### src/rtl/rca_seq_pkg.sv
// Shared constants and state encoding for the sliced adder.
package rca_seq_pkg;

  localparam int SLICE_W = 4;

  typedef enum logic [1:0] {
    IDLE = 2'd0,
    RUN  = 2'd1,
    DONE = 2'd2
  } state_t;

endpackage

### src/rtl/adder4_slice.sv
// Combinational 4-bit ripple-carry slice built from full-adder equations.
module adder4_slice
  import rca_seq_pkg::*;
(
  input  logic [SLICE_W-1:0] i_a,
  input  logic [SLICE_W-1:0] i_b,
  input  logic               i_cin,
  output logic [SLICE_W-1:0] o_sum,
  output logic               o_cout
);

  logic [SLICE_W:0] w_c;

  always_comb begin
    w_c    = '0;
    o_sum  = '0;
    w_c[0] = i_cin;
    for (int k = 0; k < SLICE_W; k++) begin
      o_sum[k]  = i_a[k] ^ i_b[k] ^ w_c[k];
      w_c[k+1]  = (i_a[k] & i_b[k])
                | (w_c[k] & (i_a[k] ^ i_b[k]));
    end
    o_cout = w_c[SLICE_W];
  end

endmodule

### src/rtl/rca_slice_sequencer.sv
// Wide adder time-multiplexing one 4-bit slice over WIDTH/4 cycles.
// Define RCA_SEQ_SUB_EN to add the in_sub port and A-B support.
module rca_slice_sequencer
  import rca_seq_pkg::*;
#(
  parameter int WIDTH = 16
) (
  input  logic             clk,
  input  logic             rst_n,
  input  logic             in_valid,
  output logic             in_ready,
  input  logic [WIDTH-1:0] in_a,
  input  logic [WIDTH-1:0] in_b,
  input  logic             in_cin,
`ifdef RCA_SEQ_SUB_EN
  input  logic             in_sub,
`endif
  output logic             out_valid,
  input  logic             out_ready,
  output logic [WIDTH-1:0] out_sum,
  output logic             out_cout,
  output logic             out_ovf,
  output logic             busy
);

  localparam int SLICES = WIDTH / SLICE_W;
  localparam int IDX_W  = (SLICES > 1) ? $clog2(SLICES) : 1;
  localparam logic [IDX_W-1:0] LAST = IDX_W'(SLICES - 1);

  state_t             r_state;
  state_t             w_next;
  logic [IDX_W-1:0]   r_idx;
  logic [WIDTH-1:0]   r_a;
  logic [WIDTH-1:0]   r_b;
  logic [WIDTH-1:0]   r_sum;
  logic               r_carry;
  logic               r_ovf;

  logic               w_sub;
  logic               w_last;
  logic [IDX_W+1:0]   w_base;
  logic [SLICE_W-1:0] w_a_sl;
  logic [SLICE_W-1:0] w_b_sl;
  logic [SLICE_W-1:0] w_sl_sum;
  logic               w_sl_cout;

`ifdef RCA_SEQ_SUB_EN
  assign w_sub = in_sub;
`else
  assign w_sub = 1'b0;
`endif

  assign w_last = (r_idx == LAST);
  assign w_base = {r_idx, 2'b00};
  assign w_a_sl = r_a[w_base +: SLICE_W];
  assign w_b_sl = r_b[w_base +: SLICE_W];

  adder4_slice u_slice (
    .i_a    (w_a_sl),
    .i_b    (w_b_sl),
    .i_cin  (r_carry),
    .o_sum  (w_sl_sum),
    .o_cout (w_sl_cout)
  );

  always_ff @(posedge clk) begin
    if (!rst_n) r_state <= IDLE;
    else        r_state <= w_next;
  end

  // Handshake outputs decode state only, never in_valid/out_ready.
  always_comb begin
    w_next    = r_state;
    in_ready  = 1'b0;
    out_valid = 1'b0;
    busy      = 1'b1;
    unique case (r_state)
      IDLE: begin
        in_ready = 1'b1;
        busy     = 1'b0;
        if (in_valid) w_next = RUN;
      end
      RUN: begin
        if (w_last) w_next = DONE;
      end
      DONE: begin
        out_valid = 1'b1;
        if (out_ready) w_next = IDLE;
      end
      default: w_next = IDLE;
    endcase
  end

  always_ff @(posedge clk) begin
    if (!rst_n) begin
      r_idx   <= '0;
      r_a     <= '0;
      r_b     <= '0;
      r_sum   <= '0;
      r_carry <= 1'b0;
      r_ovf   <= 1'b0;
    end else begin
      unique case (r_state)
        IDLE: begin
          if (in_valid) begin
            r_a     <= in_a;
            r_b     <= w_sub ? ~in_b : in_b;
            r_carry <= w_sub | in_cin;
            r_idx   <= '0;
          end
        end
        RUN: begin
          r_sum[w_base +: SLICE_W] <= w_sl_sum;
          r_carry <= w_sl_cout;
          // MSB carry-in recovered from its sum bit, xor carry-out.
          if (w_last)
            r_ovf <= w_a_sl[SLICE_W-1] ^ w_b_sl[SLICE_W-1]
                   ^ w_sl_sum[SLICE_W-1] ^ w_sl_cout;
          else
            r_idx <= r_idx + IDX_W'(1);
        end
        default: ;
      endcase
    end
  end

  assign out_sum  = r_sum;
  assign out_cout = r_carry;
  assign out_ovf  = r_ovf;

endmodule

### config.mk
export PLATFORM = sky130hd
export DESIGN_NAME = rca_slice_sequencer
export DESIGN_NICKNAME = d
export VERILOG_FILES = /design/src/rtl/rca_seq_pkg.sv /design/src/rtl/adder4_slice.sv /design/src/rtl/rca_slice_sequencer.sv
export SDC_FILE = /design/constraint.sdc
export NUM_CORES = 1
export LEC_CHECK = 0
export ABC_AREA = 1
export ABC_CLOCK_PERIOD_IN_PS = 4250
export CELL_PAD_IN_SITES_DETAIL_PLACEMENT = 0
export CELL_PAD_IN_SITES_GLOBAL_PLACEMENT = 1
export CORE_ASPECT_RATIO = 2
export CORE_UTILIZATION = 35
export CTS_CLUSTER_SIZE = 14
export DETAILED_ROUTE_END_ITERATION = 7
export GPL_TIMING_DRIVEN = 0
export HOLD_SLACK_MARGIN = 0.15
export PLACE_DENSITY_LB_ADDON = 0.05
export SKIP_CTS_REPAIR_TIMING = 1
export SYNTH_ARGS = -nofsm -noshare
export SYNTH_HDL_FRONTEND = slang
export SYNTH_HIERARCHICAL = 1
export SYNTH_SLANG_ARGS = --single-unit
### constraint.sdc
create_clock -name clk -period 4.25 [get_ports clk]
set_input_delay 0.425 -clock clk [delete_from_list [all_inputs] [get_ports clk]]
set_output_delay 0.425 -clock clk [all_outputs]
set_load 0.03 [all_outputs]
==> impl_metrics.yaml, run 1 <==
status:
  status: "finished clean"
detailed_routing:
  wire_per_inst_um: 13.20
  routed_wl_mm: 6.600
  first_pass_iters: 4
  detail-route-antenna-nets: 0
  num_vias: 2362
  post_drt_via_cell_ratio: 4.724
  drc: 0
  drt_iter0_drc: 62
logic_synthesis:
  async_flop_share_pct: 0
  synthFlopType: "dfxtp_1"
  netlist.area_leader.share_pct: 42.60
  synth-edff-count: 0
  syn-cell-area_mm2: 0.002537
  netlist-cell-type-count: 29
  synth_nets: 391
  synth_common_cells: "81 x nor2_1, 54 x dfxtp_1, 47 x nand2_1"
  yosys.area.top_type: "dfxtp_1"
  syn_avg_cell_area_um2: 7.355
  syn_inst: 345
  yosys-top-cells-area: "dfxtp_1 43%, nor2_1 12%, nand2_1 7.0%"
  synth-seq-area-share_pct: 42.60
  ys_warn_count: 6
  yosysMostFrequentCell: "nor2_1"
  ys_seq_elements: 54
grt:
  antenna_found_initial: 0
  grt.overflow.total: 0
  grt_pass1_vias: 2329
  grt_pass1_wl_mm: 10.80
  grt_max_degree: 16
  track_usage_pct: 18.96
sta:
  fmax_mhz: 281.6
  relSlewSlack_pct: 70.35
  rsz0062_at_grt: "false"
  tns_ns: 0
  worstMarginPinSlew_ns: 0.4448
  hold_slack_ns: 0.4632
  finalSetupViolCount: 0
  timing.final.crit_share_pct: 83.55
  clock_skew_ns: 0.003732
  slew_violations: 0
  finalHoldViolCount: 0
  period_minus_slack_ns: 3.551
floorplanning:
  die_x_um: 62.21
  io_pins: 58
  die_h_um: 122.4
  start_util_pct: 36.28
  core_area_mm2: 0.006994
  die-area_mm2: 0.007615
  placement_rows: 43
placement:
  hpwlAfterDp_mm: 5.151
  gp_congestion: 0.8550
  port_buffers: 57
cells_and_area:
  drive_gt1_share_pct: 8.293
  fill_cells: 764
  antennaDiodeCount: 0
  syn2layout_area_growth_pct: 32.74
  nets: 455
worst_setup_path:
  critPathMaxFanout: 12
  crit_type: "reg -> reg"
  cp-end-kind: "register"
  start_kind: "register"
  arrival_ns: 3.78
  required_ns: 4.48
run:
  maxCapViolCount: 0
cts:
  cts-root-buf: "clkbuf_16"
  clkTransAtPathRegs_ns: 0.07
  cts_sinks: 54
  cts_tree: "yes"
  htreeDepth: 2
  worstSkewPairLatency_ns: 0.29
  ctsLongestPathBuffers: 2
  cts-buffers-inserted: 5
power:
  vdd_ir_drop_max_v: 0.0002369
  power.density_mw_per_mm2: 391.9
  p_leak_nw: 1.413
worst_hold_path:
  hp-class: "reg -> reg"
[sequential cells by signal (all words and copies together) (netlist names)]
name,count
out_cout,1
r_state,2
out_sum,16
out_ovf,1
r_idx,2
r_a,16
r_b,16
[cells by family (layout without fill, tap and decap cells)]
family                   Yosys count  after routing  share of synthesized area, %
AO/OA/AOI/OAI                     82             82                         16.82
adder cells (fa/ha/maj)            9              9                         5.621
buffers and inverters             51            116                         8.925
flip-flops                        54             54                         42.60
AND/OR/NAND/NOR                  149            149                         26.04
[power breakdown]
part / internal (W) / switching [W] / leakage [nW]
registers: 0.000541 / 0.0000203 / 0.444
clock network: 0.000234 / 0.000178 / 0.0739
logic: 0.000134 / 0.000214 / 0.895
[metal layers]
metal | up-vias | routed length, um | global-route usage, %
met1 | 1078 | 2415 | 17.04
met3 | 15 | 150 | 2.974
met4 | 0 | 261 | 11.48
met2 | 46 | 3773 | 38.46
li1 | 1223 | - | -
met5 | - | 0 | 0
[worst paths after layout]
check	startpoint	end	slack, ns	cells after the start
max	r_idx[0]	out_sum[15]	0.70	17
min reg2reg	out_sum[10]	out_sum[10]	0.46	2
max reg2reg	r_idx[0]	out_sum[15]	0.70	17
min	out_sum[10]	out_sum[10]	0.46	2
[through the flow]
stage	cells	worst slack (ns)	total power (W)	util, %	instance area (um^2)
4_1_cts	500	0.6763	0.001342	48.16	3368
3_3_place_gp	492	0.7370	0.0009179	46.05	3221
6_report	500	0.6990	0.001320	48.16	3368
5_1_grt	500	0.3702	0.001404	48.16	3368
2_1_floorplan	345	1.148	0.0007988	-	2537
3_5_place_dp	492	0.7000	0.0009228	46.05	3221
[placed cells by master, fill, tap and decap left out, types with 3 or more instances in the layout]
cell type,Yosys,final
nand2_1,47,47
inv_1,30,30
o22ai_1,6,6
fa_1,4,4
o21ai_1,19,19
dfxtp_1,54,54
inv_2,5,5
ha_1,5,5
clkbuf_1,5,6
o21ai_0,33,33
clkdlybuf4s50_1,0,57
nand3_1,10,10
nand2_4,3,3
buf_2,6,6
buf_6,3,3
nor2_1,81,81
a21oi_1,21,21
clkbuf_16,0,5
[critical path, stage by stage (launching register included)]
cell and delay [ns]:
dfxtp_1 0.44, inv_1 0.08, buf_2 0.20, buf_2 0.23, nor2_1 0.11, o22ai_1 0.14, fa_1 0.42, inv_1 0.07
fa_1 0.15, inv_1 0.05, fa_1 0.36, inv_1 0.08, fa_1 0.40, inv_1 0.10, inv_1 0.07, nor3_1 0.33
nand2_1 0.12, a21oi_1 0.12
[cell type report]
class,instances,area (um^2),area share [%]
buffer,16,95.09,2.823
clock inverter,1,5.005,0.1486
timing repair buffer,57,570.5,16.94
sequential,54,1081,32.10
tap,90,112.6,3.343
clock buffer,7,142.6,4.235
multi-input combinational,240,1230,36.52
inverter,35,131.4,3.900
Note: power is estimated with default switching activity, not from simulation.
==> run 2: changes to the inputs <==
- ABC_CLOCK_PERIOD_IN_PS: 4250 -> 3300
- clock period: 4.25 -> 3.3 ns (I/O delays scaled with it)
==> run 2 against run 1 <==
Sequential share of layout area decreased by 1.4 points. Combinational power increased by 48%. Die area is the same. Via count increased by 2.1%. Clock power increased by 29%. Power increased by 34%. Non-clock buffer count rose by 6. Sequential power up 29%. Clock-buffer cell count unchanged. Register-to-register slack lost 0.54 ns. Highest routed layer unchanged.
==> impl_metrics.yaml, run 2 (same netlist as run 1, synthesis figures left out) <==
placement:
  gp_congestion: 0.8550
  hpwlAfterDp_mm: 5.151
  detailed_place.area_mm2: 0.003221
  place_inst: 492
  port_buffers: 57
cts:
  cts-buffers-inserted: 5
  cts_sinks: 54
  clkTransAtPathRegs_ns: 0.07
  htreeDepth: 2
  ctsLongestPathBuffers: 2
  cts-root-buf: "clkbuf_16"
  worstSkewPairLatency_ns: 0.29
  cts_tree: "yes"
detailed_routing:
  num_vias: 2411
  detail-route-antenna-nets: 0
  routed_wl_mm: 6.703
  first_pass_iters: 4
  wire_per_inst_um: 13.25
  post_drt_via_cell_ratio: 4.765
  drt_iter0_drc: 62
  drc: 0
floorplanning:
  placement_rows: 43
  die_h_um: 122.4
  start_util_pct: 36.28
  io_pins: 58
  die-area_mm2: 0.007615
  die_x_um: 62.21
  core_area_mm2: 0.006994
grt:
  grt.overflow.total: 0
  use_met2_pct: 38.46
  antenna_found_initial: 0
  gr-usage-met1_pct: 17.04
  busiest_layer: "met2"
  grt_pass1_vias: 2329
  met3_usage_pct: 2.974
  grt_pass1_wl_mm: 10.80
  track_usage_pct: 18.96
  grt_max_degree: 16
sta:
  timing.final.crit_share_pct: 95.14
  slew_violations: 0
  relSlewSlack_pct: 70.44
  finalSetupViolCount: 0
  clock_skew_ns: 0.003509
  hold_slack_ns: 0.4634
  fmax_mhz: 318.5
  period_minus_slack_ns: 3.140
  worstMarginPinSlew_ns: 0.4434
  rsz0062_at_grt: "false"
  finalHoldViolCount: 0
worst_setup_path:
  r2r_setup_slack_ns: 0.16
  required_ns: 3.53
  start_kind: "register"
  arrival_ns: 3.37
  crit_type: "reg -> reg"
  cp-end-kind: "register"
  critPathMaxFanout: 9
worst_hold_path:
  hp-class: "reg -> reg"
cells_and_area:
  fin_util_pct: 50.47
  most-common-layout-cells: "77 x nor2_1, 57 x clkdlybuf4s50_1, 53 x dfxtp_1, 44 x nand2_1, 30 x o21ai_0"
  syn2layout_area_growth_pct: 39.10
  nets: 461
  layout_commonest_cell: "nor2_1"
  drive_gt1_share_pct: 14.18
  antennaDiodeCount: 0
  fin_area_mm2: 0.003530
  final_cells: 506
power:
  power.density_mw_per_mm2: 502.1
  vdd_ir_drop_max_v: 0.0003250
  p_total_w: 0.001772
  p_leak_nw: 1.462
status:
  status: "finished clean"
run:
  maxCapViolCount: 0
-- run 2: changes by cell type in the layout (fill, tap and decap cells not counted), sizes merged --
cell | before | now
buf | 10 | 16
-- run 2: metal layers --
| layer | wire [um] | up-vias |
|---|---|---|
| li1 | - | 1235 |
| met1 | 2388 | 1109 |
| met2 | 3890 | 52 |
| met3 | 168 | 15 |
| met4 | 256 | 0 |
| met5 | 0 | - |
-- run 2: critical path: stages (launching register included) --
cell and delay (ns):
dfxtp_4 0.39, inv_2 0.06, buf_6 0.13, buf_12 0.14, nor2_4 0.09, o22ai_2 0.09
fa_2 0.35, inv_1 0.07, fa_2 0.17, inv_1 0.05, fa_2 0.32, inv_1 0.08
fa_1 0.42, inv_2 0.10, inv_2 0.04, nor3_1 0.32, nand2_1 0.12, a21oi_1 0.12
-- run 2: layout make-up --
| cell class | count | area (um^2) |
|---|---|---|
| Inverter | 35 | 133.9 |
| Buffer | 16 | 140.1 |
| Sequential cell | 54 | 1085 |
| Clock inverter | 1 | 5.005 |
| Multi-Input combinational cell | 240 | 1297 |
| Clock buffer | 7 | 142.6 |
| Timing Repair Buffer | 63 | 613.1 |
| Tap cell | 90 | 112.6 |
| Fill cell | 745 | 3465 |
-- run 2: through the flow --
stage	setup TNS (ns)	setup slack, ns
3_3_place_gp	-0.5890	-0.2130
5_1_grt	0	0.007708
6_report	0	0.1602
4_1_cts	-0.7988	-0.2737
2_1_floorplan	0	0.1984
3_5_place_dp	-0.7048	-0.2500
-- run 2: path summary, 6_finish.rpt --
path / cells past startpoint / start / to
setup reg to reg: 17 / r_idx[0] / out_sum[15]
hold / removal: 2 / out_sum[8] / out_sum[8]
hold reg to reg: 2 / out_sum[8] / out_sum[8]
setup / recovery: 17 / r_idx[0] / out_sum[15]
-- run 2: report_power, final --
part,switching (W),internal (W)
Sequential,0.0000293,0.000697
Combinational,0.000299,0.000215
Clock,0.000231,0.000301
Total,0.000559,0.00121
